### src/rtl/bmp_stream_reader_if.sv
// ---------------------------------------------------------------------------
// bmp_stream_reader_if
//   Bundles the two streams around the BMP reader:
//     - file byte stream   : in_data / in_valid / in_ready
//     - pixel output stream: dataPixel_{r,g,b}, out_valid / out_ready,
//                            out_row, out_col, out_sof, out_eol, out_eof
//   Modports:
//     slave  - the reader itself (consumes bytes, produces pixels)
//     master - the environment (file source and pixel sink)
//   Parameter COORD_W must match the reader's COORD_W.
// ---------------------------------------------------------------------------
interface bmp_stream_reader_if #(
    parameter int COORD_W = 16
) ();
    logic [7:0]         in_data;
    logic               in_valid;
    logic               in_ready;
    logic [7:0]         dataPixel_r;
    logic [7:0]         dataPixel_g;
    logic [7:0]         dataPixel_b;
    logic               out_valid;
    logic               out_ready;
    logic [COORD_W-1:0] out_row;
    logic [COORD_W-1:0] out_col;
    logic               out_sof;
    logic               out_eol;
    logic               out_eof;

    modport slave (
        input  in_data, in_valid, out_ready,
        output in_ready, dataPixel_r, dataPixel_g, dataPixel_b, out_valid,
               out_row, out_col, out_sof, out_eol, out_eof
    );

    modport master (
        output in_data, in_valid, out_ready,
        input  in_ready, dataPixel_r, dataPixel_g, dataPixel_b, out_valid,
               out_row, out_col, out_sof, out_eol, out_eof
    );
endinterface

### src/rtl/bmp_stream_reader.sv
// ---------------------------------------------------------------------------
// bmp_stream_reader
//   Parses a 24-bit uncompressed BMP file delivered as a byte stream and
//   emits RGB pixels in raster order with image row/column coordinates.
//   The 54-byte header is checked, bytes up to the pixel-data offset are
//   skipped, row padding is dropped and the bottom-up file row order is
//   converted to image rows (row 0 = top).
//
//   Ports:
//     clk, rst       clock and synchronous active-high reset
//     bus (slave)    byte input stream + pixel output stream with
//                    coordinates and sof/eol/eof markers
//     img_width      parsed width  (updated at header byte 25)
//     img_height     parsed height (updated at header byte 25)
//     done           1-cycle pulse after the last pixel is accepted
//     err, err_code  sticky header error and its cause:
//                    1 magic, 2 bpp, 3 compression, 4 dimensions, 5 offset
//
//   Optional feature (macro BMP_TOPDOWN_EN):
//     when defined, a negative height is accepted as a top-down image;
//     img_height reports |height| and out_row follows file row order.
//     When undefined, a negative height is a dimension error (code 4).
// ---------------------------------------------------------------------------
module bmp_stream_reader #(
    parameter int MAX_WIDTH  = 160,
    parameter int MAX_HEIGHT = 120,
    parameter int COORD_W    = 16
) (
    input  logic               clk,
    input  logic               rst,
    bmp_stream_reader_if.slave bus,
    output logic [COORD_W-1:0] img_width,
    output logic [COORD_W-1:0] img_height,
    output logic               done,
    output logic               err,
    output logic [2:0]         err_code
);

    typedef enum logic [2:0] {
        S_HDR  = 3'd0,
        S_SKIP = 3'd1,
        S_PIX  = 3'd2,
        S_PAD  = 3'd3,
        S_DONE = 3'd4,
        S_ERR  = 3'd5
    } state_t;

    state_t state_reg, state_next;

    // header capture
    logic [5:0]         hdr_cnt_reg;
    logic [7:0]         magic0_reg;
    logic [31:0]        offset_reg;
    logic [31:0]        width_reg;
    logic [31:0]        height_reg;
    logic [15:0]        bpp_reg;
    logic [23:0]        comp_lo_reg;

    // stream position
    logic [31:0]        skip_rem_reg;
    logic [1:0]         pad_rem_reg;
    logic [1:0]         phase_reg;
    logic [COORD_W-1:0] col_reg;
    logic [COORD_W-1:0] frow_reg;
    logic [7:0]         b_hold_reg;
    logic [7:0]         g_hold_reg;

    // output pixel register
    logic [7:0]         r_reg, g_reg, b_reg;
    logic [COORD_W-1:0] row_out_reg, col_out_reg;
    logic               sof_reg, eol_reg, eof_reg;
    logic               out_valid_reg;

    logic [COORD_W-1:0] img_width_reg, img_height_reg;
    logic               done_reg, err_reg;
    logic [2:0]         err_code_reg;

`ifdef BMP_TOPDOWN_EN
    logic               topdown_reg;
    logic [31:0]        height_in_full;
    logic [31:0]        height_in_abs;
`endif

    // combinational helpers
    logic               in_ready_int;
    logic               accept;
    logic               magic_bad;
    logic [31:0]        comp_full;
    logic [31:0]        height_abs;
    logic [2:0]         chk_code;
    logic [1:0]         lane;
    logic               last_col;
    logic               last_row;
    logic               pix_r_acc;
    logic               row_end;
    logic [1:0]         pad_amt;
    logic               pad_end;
    logic [COORD_W-1:0] row_calc;

    assign accept    = bus.in_valid && in_ready_int;
    assign magic_bad = (magic0_reg != 8'd66) || (bus.in_data != 8'd77);
    // the top compression byte is still on the bus when the checks run
    assign comp_full = {bus.in_data, comp_lo_reg};
    // 4-byte fields all start at a byte index with [1:0] == 2
    assign lane      = hdr_cnt_reg[1:0] - 2'd2;

`ifdef BMP_TOPDOWN_EN
    assign height_abs     = height_reg[31] ? (~height_reg + 32'd1) : height_reg;
    assign height_in_full = {bus.in_data, height_reg[23:0]};
    assign height_in_abs  = height_in_full[31] ? (~height_in_full + 32'd1)
                                               : height_in_full;
`else
    assign height_abs = height_reg;
`endif

    // lowest code wins
    always_comb begin
        chk_code = 3'd0;
        if (bpp_reg != 16'd24)
            chk_code = 3'd2;
        else if (comp_full != 32'd0)
            chk_code = 3'd3;
        else if ((width_reg == 32'd0) || (width_reg > 32'(MAX_WIDTH)) ||
                 (height_abs == 32'd0) || (height_abs > 32'(MAX_HEIGHT)))
            chk_code = 3'd4;
        else if (offset_reg < 32'd54)
            chk_code = 3'd5;
    end

    assign last_col  = (col_reg == img_width_reg - COORD_W'(1));
    assign last_row  = (frow_reg == img_height_reg - COORD_W'(1));
    assign pix_r_acc = (state_reg == S_PIX) && accept && (phase_reg == 2'd2);
    assign row_end   = pix_r_acc && last_col;
    // padding of 3*width up to a multiple of 4 equals width mod 4
    assign pad_amt   = img_width_reg[1:0];
    assign pad_end   = (state_reg == S_PAD) && accept && (pad_rem_reg == 2'd1);

`ifdef BMP_TOPDOWN_EN
    assign row_calc = topdown_reg ? frow_reg
                                  : (img_height_reg - COORD_W'(1) - frow_reg);
`else
    assign row_calc = img_height_reg - COORD_W'(1) - frow_reg;
`endif

    // ---------------- FSM: state register ----------------
    always_ff @(posedge clk) begin
        if (rst)
            state_reg <= S_HDR;
        else
            state_reg <= state_next;
    end

    // ---------------- FSM: next state ----------------
    always_comb begin
        state_next = state_reg;
        case (state_reg)
            S_HDR: begin
                if (accept) begin
                    if ((hdr_cnt_reg == 6'd1) && magic_bad)
                        state_next = S_ERR;
                    else if ((hdr_cnt_reg == 6'd33) && (chk_code != 3'd0))
                        state_next = S_ERR;
                    else if (hdr_cnt_reg == 6'd53)
                        state_next = (offset_reg > 32'd54) ? S_SKIP : S_PIX;
                end
            end
            S_SKIP: begin
                if (accept && (skip_rem_reg == 32'd1))
                    state_next = S_PIX;
            end
            S_PIX: begin
                if (row_end) begin
                    if (pad_amt != 2'd0)
                        state_next = S_PAD;
                    else if (last_row)
                        state_next = S_DONE;
                end
            end
            S_PAD: begin
                if (pad_end)
                    state_next = last_row ? S_DONE : S_PIX;
            end
            S_DONE: begin
                // the eof pixel may already have left while padding drained
                if (!out_valid_reg || bus.out_ready)
                    state_next = S_HDR;
            end
            S_ERR:   state_next = S_ERR;
            default: state_next = S_HDR;
        endcase
    end

    // ---------------- FSM: outputs ----------------
    always_comb begin
        in_ready_int = 1'b1;
        case (state_reg)
            S_PIX:   in_ready_int = !out_valid_reg || bus.out_ready;
            S_DONE:  in_ready_int = 1'b0;
            default: in_ready_int = 1'b1;
        endcase
    end

    // ---------------- datapath ----------------
    always_ff @(posedge clk) begin
        if (rst) begin
            hdr_cnt_reg    <= '0;
            magic0_reg     <= '0;
            offset_reg     <= '0;
            width_reg      <= '0;
            height_reg     <= '0;
            bpp_reg        <= '0;
            comp_lo_reg    <= '0;
            skip_rem_reg   <= '0;
            pad_rem_reg    <= '0;
            phase_reg      <= '0;
            col_reg        <= '0;
            frow_reg       <= '0;
            b_hold_reg     <= '0;
            g_hold_reg     <= '0;
            r_reg          <= '0;
            g_reg          <= '0;
            b_reg          <= '0;
            row_out_reg    <= '0;
            col_out_reg    <= '0;
            sof_reg        <= 1'b0;
            eol_reg        <= 1'b0;
            eof_reg        <= 1'b0;
            out_valid_reg  <= 1'b0;
            img_width_reg  <= '0;
            img_height_reg <= '0;
            done_reg       <= 1'b0;
            err_reg        <= 1'b0;
            err_code_reg   <= '0;
`ifdef BMP_TOPDOWN_EN
            topdown_reg    <= 1'b0;
`endif
        end else begin
            done_reg <= (state_reg == S_DONE) && (state_next == S_HDR);

            // pixel handshake; a simultaneous reload keeps out_valid high
            if (out_valid_reg && bus.out_ready)
                out_valid_reg <= 1'b0;
            if (pix_r_acc)
                out_valid_reg <= 1'b1;

            if ((state_reg != S_ERR) && (state_next == S_ERR)) begin
                err_reg      <= 1'b1;
                err_code_reg <= (hdr_cnt_reg == 6'd1) ? 3'd1 : chk_code;
            end
            if (state_reg == S_ERR)
                out_valid_reg <= 1'b0;

            if ((state_reg == S_HDR) && accept) begin
                hdr_cnt_reg <= (hdr_cnt_reg == 6'd53) ? 6'd0 : hdr_cnt_reg + 6'd1;

                if (hdr_cnt_reg == 6'd0)
                    magic0_reg <= bus.in_data;
                if ((hdr_cnt_reg >= 6'd10) && (hdr_cnt_reg <= 6'd13))
                    offset_reg[{lane, 3'b000} +: 8] <= bus.in_data;
                if ((hdr_cnt_reg >= 6'd18) && (hdr_cnt_reg <= 6'd21))
                    width_reg[{lane, 3'b000} +: 8] <= bus.in_data;
                if ((hdr_cnt_reg >= 6'd22) && (hdr_cnt_reg <= 6'd25))
                    height_reg[{lane, 3'b000} +: 8] <= bus.in_data;
                case (hdr_cnt_reg)
                    6'd28:   bpp_reg[7:0]       <= bus.in_data;
                    6'd29:   bpp_reg[15:8]      <= bus.in_data;
                    6'd30:   comp_lo_reg[7:0]   <= bus.in_data;
                    6'd31:   comp_lo_reg[15:8]  <= bus.in_data;
                    6'd32:   comp_lo_reg[23:16] <= bus.in_data;
                    default: ;
                endcase

                // width is complete here; height's top byte is on the bus
                if (hdr_cnt_reg == 6'd25) begin
                    img_width_reg  <= width_reg[COORD_W-1:0];
`ifdef BMP_TOPDOWN_EN
                    img_height_reg <= height_in_abs[COORD_W-1:0];
                    topdown_reg    <= bus.in_data[7];
`else
                    img_height_reg <= height_reg[COORD_W-1:0];
`endif
                end

                if (hdr_cnt_reg == 6'd53) begin
                    skip_rem_reg <= offset_reg - 32'd54;
                    phase_reg    <= 2'd0;
                    col_reg      <= '0;
                    frow_reg     <= '0;
                end
            end

            if ((state_reg == S_SKIP) && accept)
                skip_rem_reg <= skip_rem_reg - 32'd1;

            if ((state_reg == S_PIX) && accept) begin
                case (phase_reg)
                    2'd0: begin
                        b_hold_reg <= bus.in_data;
                        phase_reg  <= 2'd1;
                    end
                    2'd1: begin
                        g_hold_reg <= bus.in_data;
                        phase_reg  <= 2'd2;
                    end
                    default: begin
                        phase_reg   <= 2'd0;
                        r_reg       <= bus.in_data;
                        g_reg       <= g_hold_reg;
                        b_reg       <= b_hold_reg;
                        row_out_reg <= row_calc;
                        col_out_reg <= col_reg;
                        sof_reg     <= (frow_reg == '0) && (col_reg == '0);
                        eol_reg     <= last_col;
                        eof_reg     <= last_col && last_row;
                        if (last_col) begin
                            col_reg     <= '0;
                            pad_rem_reg <= pad_amt;
                            // with padding, the row advances once it drains
                            if (pad_amt == 2'd0)
                                frow_reg <= frow_reg + COORD_W'(1);
                        end else begin
                            col_reg <= col_reg + COORD_W'(1);
                        end
                    end
                endcase
            end

            if ((state_reg == S_PAD) && accept) begin
                pad_rem_reg <= pad_rem_reg - 2'd1;
                if (pad_rem_reg == 2'd1)
                    frow_reg <= frow_reg + COORD_W'(1);
            end
        end
    end

    assign bus.in_ready    = in_ready_int;
    assign bus.dataPixel_r = r_reg;
    assign bus.dataPixel_g = g_reg;
    assign bus.dataPixel_b = b_reg;
    assign bus.out_valid   = out_valid_reg;
    assign bus.out_row     = row_out_reg;
    assign bus.out_col     = col_out_reg;
    assign bus.out_sof     = sof_reg;
    assign bus.out_eol     = eol_reg;
    assign bus.out_eof     = eof_reg;

    assign img_width  = img_width_reg;
    assign img_height = img_height_reg;
    assign done       = done_reg;
    assign err        = err_reg;
    assign err_code   = err_code_reg;

endmodule
### src/flat_wrapper.sv
// flat-port wrapper written by rule: the top's interface ports become plain ports
module bmp_stream_reader_flat 
#(
    parameter int MAX_WIDTH  = 160,
    parameter int MAX_HEIGHT = 120,
    parameter int COORD_W    = 16
)
  (clk, rst, img_width, img_height, done, err, err_code, bus_in_data, bus_in_valid, bus_out_ready, bus_in_ready, bus_dataPixel_r, bus_dataPixel_g, bus_dataPixel_b, bus_out_valid, bus_out_row, bus_out_col, bus_out_sof, bus_out_eol, bus_out_eof);
  bmp_stream_reader_if #(.COORD_W(COORD_W)) bus_i ();
  input  logic clk;
  input  logic rst;
  output logic [COORD_W-1:0] img_width;
  output logic [COORD_W-1:0] img_height;
  output logic done;
  output logic err;
  output logic [2:0] err_code;
  input wire logic [$bits(bus_i.in_data)-1:0] bus_in_data;
  input wire logic [$bits(bus_i.in_valid)-1:0] bus_in_valid;
  input wire logic [$bits(bus_i.out_ready)-1:0] bus_out_ready;
  output wire logic [$bits(bus_i.in_ready)-1:0] bus_in_ready;
  output wire logic [$bits(bus_i.dataPixel_r)-1:0] bus_dataPixel_r;
  output wire logic [$bits(bus_i.dataPixel_g)-1:0] bus_dataPixel_g;
  output wire logic [$bits(bus_i.dataPixel_b)-1:0] bus_dataPixel_b;
  output wire logic [$bits(bus_i.out_valid)-1:0] bus_out_valid;
  output wire logic [$bits(bus_i.out_row)-1:0] bus_out_row;
  output wire logic [$bits(bus_i.out_col)-1:0] bus_out_col;
  output wire logic [$bits(bus_i.out_sof)-1:0] bus_out_sof;
  output wire logic [$bits(bus_i.out_eol)-1:0] bus_out_eol;
  output wire logic [$bits(bus_i.out_eof)-1:0] bus_out_eof;
  assign bus_i.in_data = bus_in_data;
  assign bus_i.in_valid = bus_in_valid;
  assign bus_i.out_ready = bus_out_ready;
  assign bus_in_ready = bus_i.in_ready;
  assign bus_dataPixel_r = bus_i.dataPixel_r;
  assign bus_dataPixel_g = bus_i.dataPixel_g;
  assign bus_dataPixel_b = bus_i.dataPixel_b;
  assign bus_out_valid = bus_i.out_valid;
  assign bus_out_row = bus_i.out_row;
  assign bus_out_col = bus_i.out_col;
  assign bus_out_sof = bus_i.out_sof;
  assign bus_out_eol = bus_i.out_eol;
  assign bus_out_eof = bus_i.out_eof;
  bmp_stream_reader #(.MAX_WIDTH(MAX_WIDTH), .MAX_HEIGHT(MAX_HEIGHT), .COORD_W(COORD_W)) u_core (.clk(clk), .rst(rst), .bus(bus_i), .img_width(img_width), .img_height(img_height), .done(done), .err(err), .err_code(err_code));
endmodule
### config.mk
export PLATFORM = sky130hd
export DESIGN_NAME = bmp_stream_reader_flat
export DESIGN_NICKNAME = d
export VERILOG_FILES = /design/src/rtl/bmp_stream_reader_if.sv /design/src/rtl/bmp_stream_reader.sv /design/src/flat_wrapper.sv
export SDC_FILE = /design/constraint.sdc
export NUM_CORES = 1
export LEC_CHECK = 0
export CORE_UTILIZATION = 39
export DETAILED_ROUTE_END_ITERATION = 10
export PLACE_DENSITY = 0.66
export SLEW_MARGIN = 20
export SYNTH_ARGS = -nofsm -noshare
export SYNTH_HDL_FRONTEND = slang
export SYNTH_SLANG_ARGS = --single-unit
### constraint.sdc
create_clock -name clk -period 7.77 [get_ports clk]
set_input_delay 1.1655 -clock clk [delete_from_list [all_inputs] [get_ports clk]]
set_output_delay 1.1655 -clock clk [all_outputs]
set_load 0.005 [all_outputs]
==> impl_metrics.toml <==
[run_status]
outcome = "finished clean"

[finish]
final_cell_mix = "334 x dfxtp_1, 296 x nor2_1, 202 x nand2_1"
syn2layout_area_growth_pct = 16.7
final_util_pct = 46.4
drive_gt1_share_pct = 4.57
nets = 1985
n_antenna_cell = 0
layout_commonest_cell = "dfxtp_1"

[timing]
fin_crit_sh_pct = 53.1
slew_viol_final = 0
setup_violations = 0
slew_headroom_pct = 29.7
clock_skew_ps = 27.1
fin_setup_tns_ps = 0
final-hold-violation-count = 0
maxClockFrequency_ghz = 0.242
fin_crit_ps = 4130
tightest_slew_ps = 1050
whs_ps = 453
grt_setup_unrepaired = "no"

[worst_setup_path]
startpoint_type = "primary input"
required_ps = 8150
critical_path_class = "primary input to register"
arrival_ps = 4500
critical_path_peak_fanout = 32
end_kind = "register"
cp_slowest_cell = "or4_2"
path_cells = "clkdlybuf4s50_1 -> nor3b_1 -> nor2b_1 -> nand2_1 -> or4_2 -> mux2i_1 -> nor2_1"
cp_slowest_stage_delay_ps = 1040

[synthesis]
synth_warnings = 0
netlist_area_sq_um = 15900
synth.avg_cell_area_sq_um = 8.42
synth_fp_nets = 1933
synth_enable_flop_cells = 0
ys_seq_area_share_pct = 42.1
syn_inst = 1889
ys_types = 66
synth_seq_cells = 334
async_flop_share_pct = 0
ys.flop_type = "dfxtp_1"

[clock_network]
postCtsSetupBuffers = 0
ctsHoldBuffers = 0
htreeDepth = 2
cts_buffer_depth = 3
cts.sinks = 334
numCtsBuffers = 36
cts_tree = "done"
post_cts_resized = 0
clk_pin_slew_worst_paths_ps = 60
cts_root_buf = "clkbuf_16"
clock_latency_ps = 540

[global_route]
antenna_found_initial = 0
grt_usage_pct = 20.3
grtUsageMet3_pct = 2.46
grt_overflow_total = 0
use_met1_pct = 27.9
grt_pass1_vias = 12700
grt_busiest_layer = "met2"
grt_max_degree = 133
grt_pass1_wl_um = 68900
grt_util_met2_pct = 33.5

[floorplanning]
coreArea_sq_um = 40000
die_area_sq_um = 41600
num_rows = 73
die_w_um = 204
start_util_pct = 39.7
fp.dieH_um = 204
io-pin-count = 110

[routing]
drcViolationCount = 0
drtAntennaViolNets = 0
num_vias = 13700
drtIter0Drc = 1058
via_per_inst = 5.49
routedWlPerCell_um = 17.1
first_pass_iters = 5
wl_um = 42700

[power]
p_total_uw = 3800
combPwrFrac_pct = 7.4
p_switching_uw = 916
swShare_pct = 24.1
ir_drop_mv = 0.116
internal-power_uw = 2880
power_density_nw_per_um2 = 205
p_seq_share_pct = 46.3
clkPwrFrac_pct = 46.3
p_leak_uw = 0.00760

[worst_hold_path]
holdCritPathClass = "register to register"

[run]
cap_violations = 0

[placement]
routabilityCongestion = 0.914
portBuffers = 109
hpwl_um = 29900
[cell families (layout without fill, tap and decap cells)]
group	after synthesis	in the layout	share of synthesized area [%]
AO/OA/AOI/OAI	294	294	11.5
XOR/XNOR	85	85	4.68
adder cells (fa/ha/maj)	32	32	2.57
buffers and inverters	146	225	3.47
flip-flops	334	334	42.1
multiplexers	193	193	12.2
AND/OR/NAND/NOR	805	805	23.6
[power groups by stage]
| stage | registers (uW) | logic, uW | clock network, uW |
|---|---|---|---|
| floorplan | 1790 | 202 | 0 |
| global placement | 1790 | 274 | 0 |
| detailed placement | 1790 | 278 | 0 |
| CTS | 1760 | 280 | 1790 |
| global route | 1760 | 315 | 1860 |
| finish | 1760 | 282 | 1760 |
[worst max-delay path, delay by kind of cell]
family / cells / cell delay (ps)
mux: 1 / 300
simple gates: 5 / 2420
buf+inv: 1 / 590
[through the flow]
step | instances | area [sq um] | setup WS [ps]
after detailed placement | 2428 | 17300 | 3150
after global routing | 2493 | 18500 | 3370
after CTS | 2493 | 18500 | 3680
final | 2493 | 18500 | 3640
after global placement | 2428 | 17300 | 3290
after floorplan | 1889 | 15900 | 4410
[synthesized netlist by cell type (39+ instances only)]
master,number,area (sq um)
a21oi_1,136,681
clkbuf_1,96,360
dfxtp_1,334,6690
inv_1,39,146
mux2i_1,193,1930
nand2_1,203,762
nand3_1,45,225
nor2_1,297,1110
nor3_1,43,215
nor4_1,48,300
xnor2_1,41,359
xor2_1,44,385
[final cells by class]
cell class              instances  area (sq um)
flip-flops and latches        334          6690
well taps                     525           657
multi-input cells            1409          8670
repair buffers                121          1190
fillers                      3852         21500
clock inverters                15           190
clock buffers                  50          1010
inverters                      39           146
[final timing paths]
path	startpoint	end	slack [ps]	cells after the start
max	bus_in_valid	u_core.img_height[2]	3640	7
min	u_core.bus.out_row[8]	u_core.bus.out_row[8]	450	2
max reg2reg	u_core.img_height[0]	u_core.bus.out_eof	3700	10
min reg2reg	u_core.bus.out_row[8]	u_core.bus.out_row[8]	450	2
[layer usage]
layer | part of all wire [%] | vias up
li1 | - | 6740
met1 | 47 | 6535
met2 | 46 | 350
met3 | 5.0 | 64
met4 | 1.8 | 0
met5 | 0 | -
No activity file was read; power rests on OpenSTA's default activity.
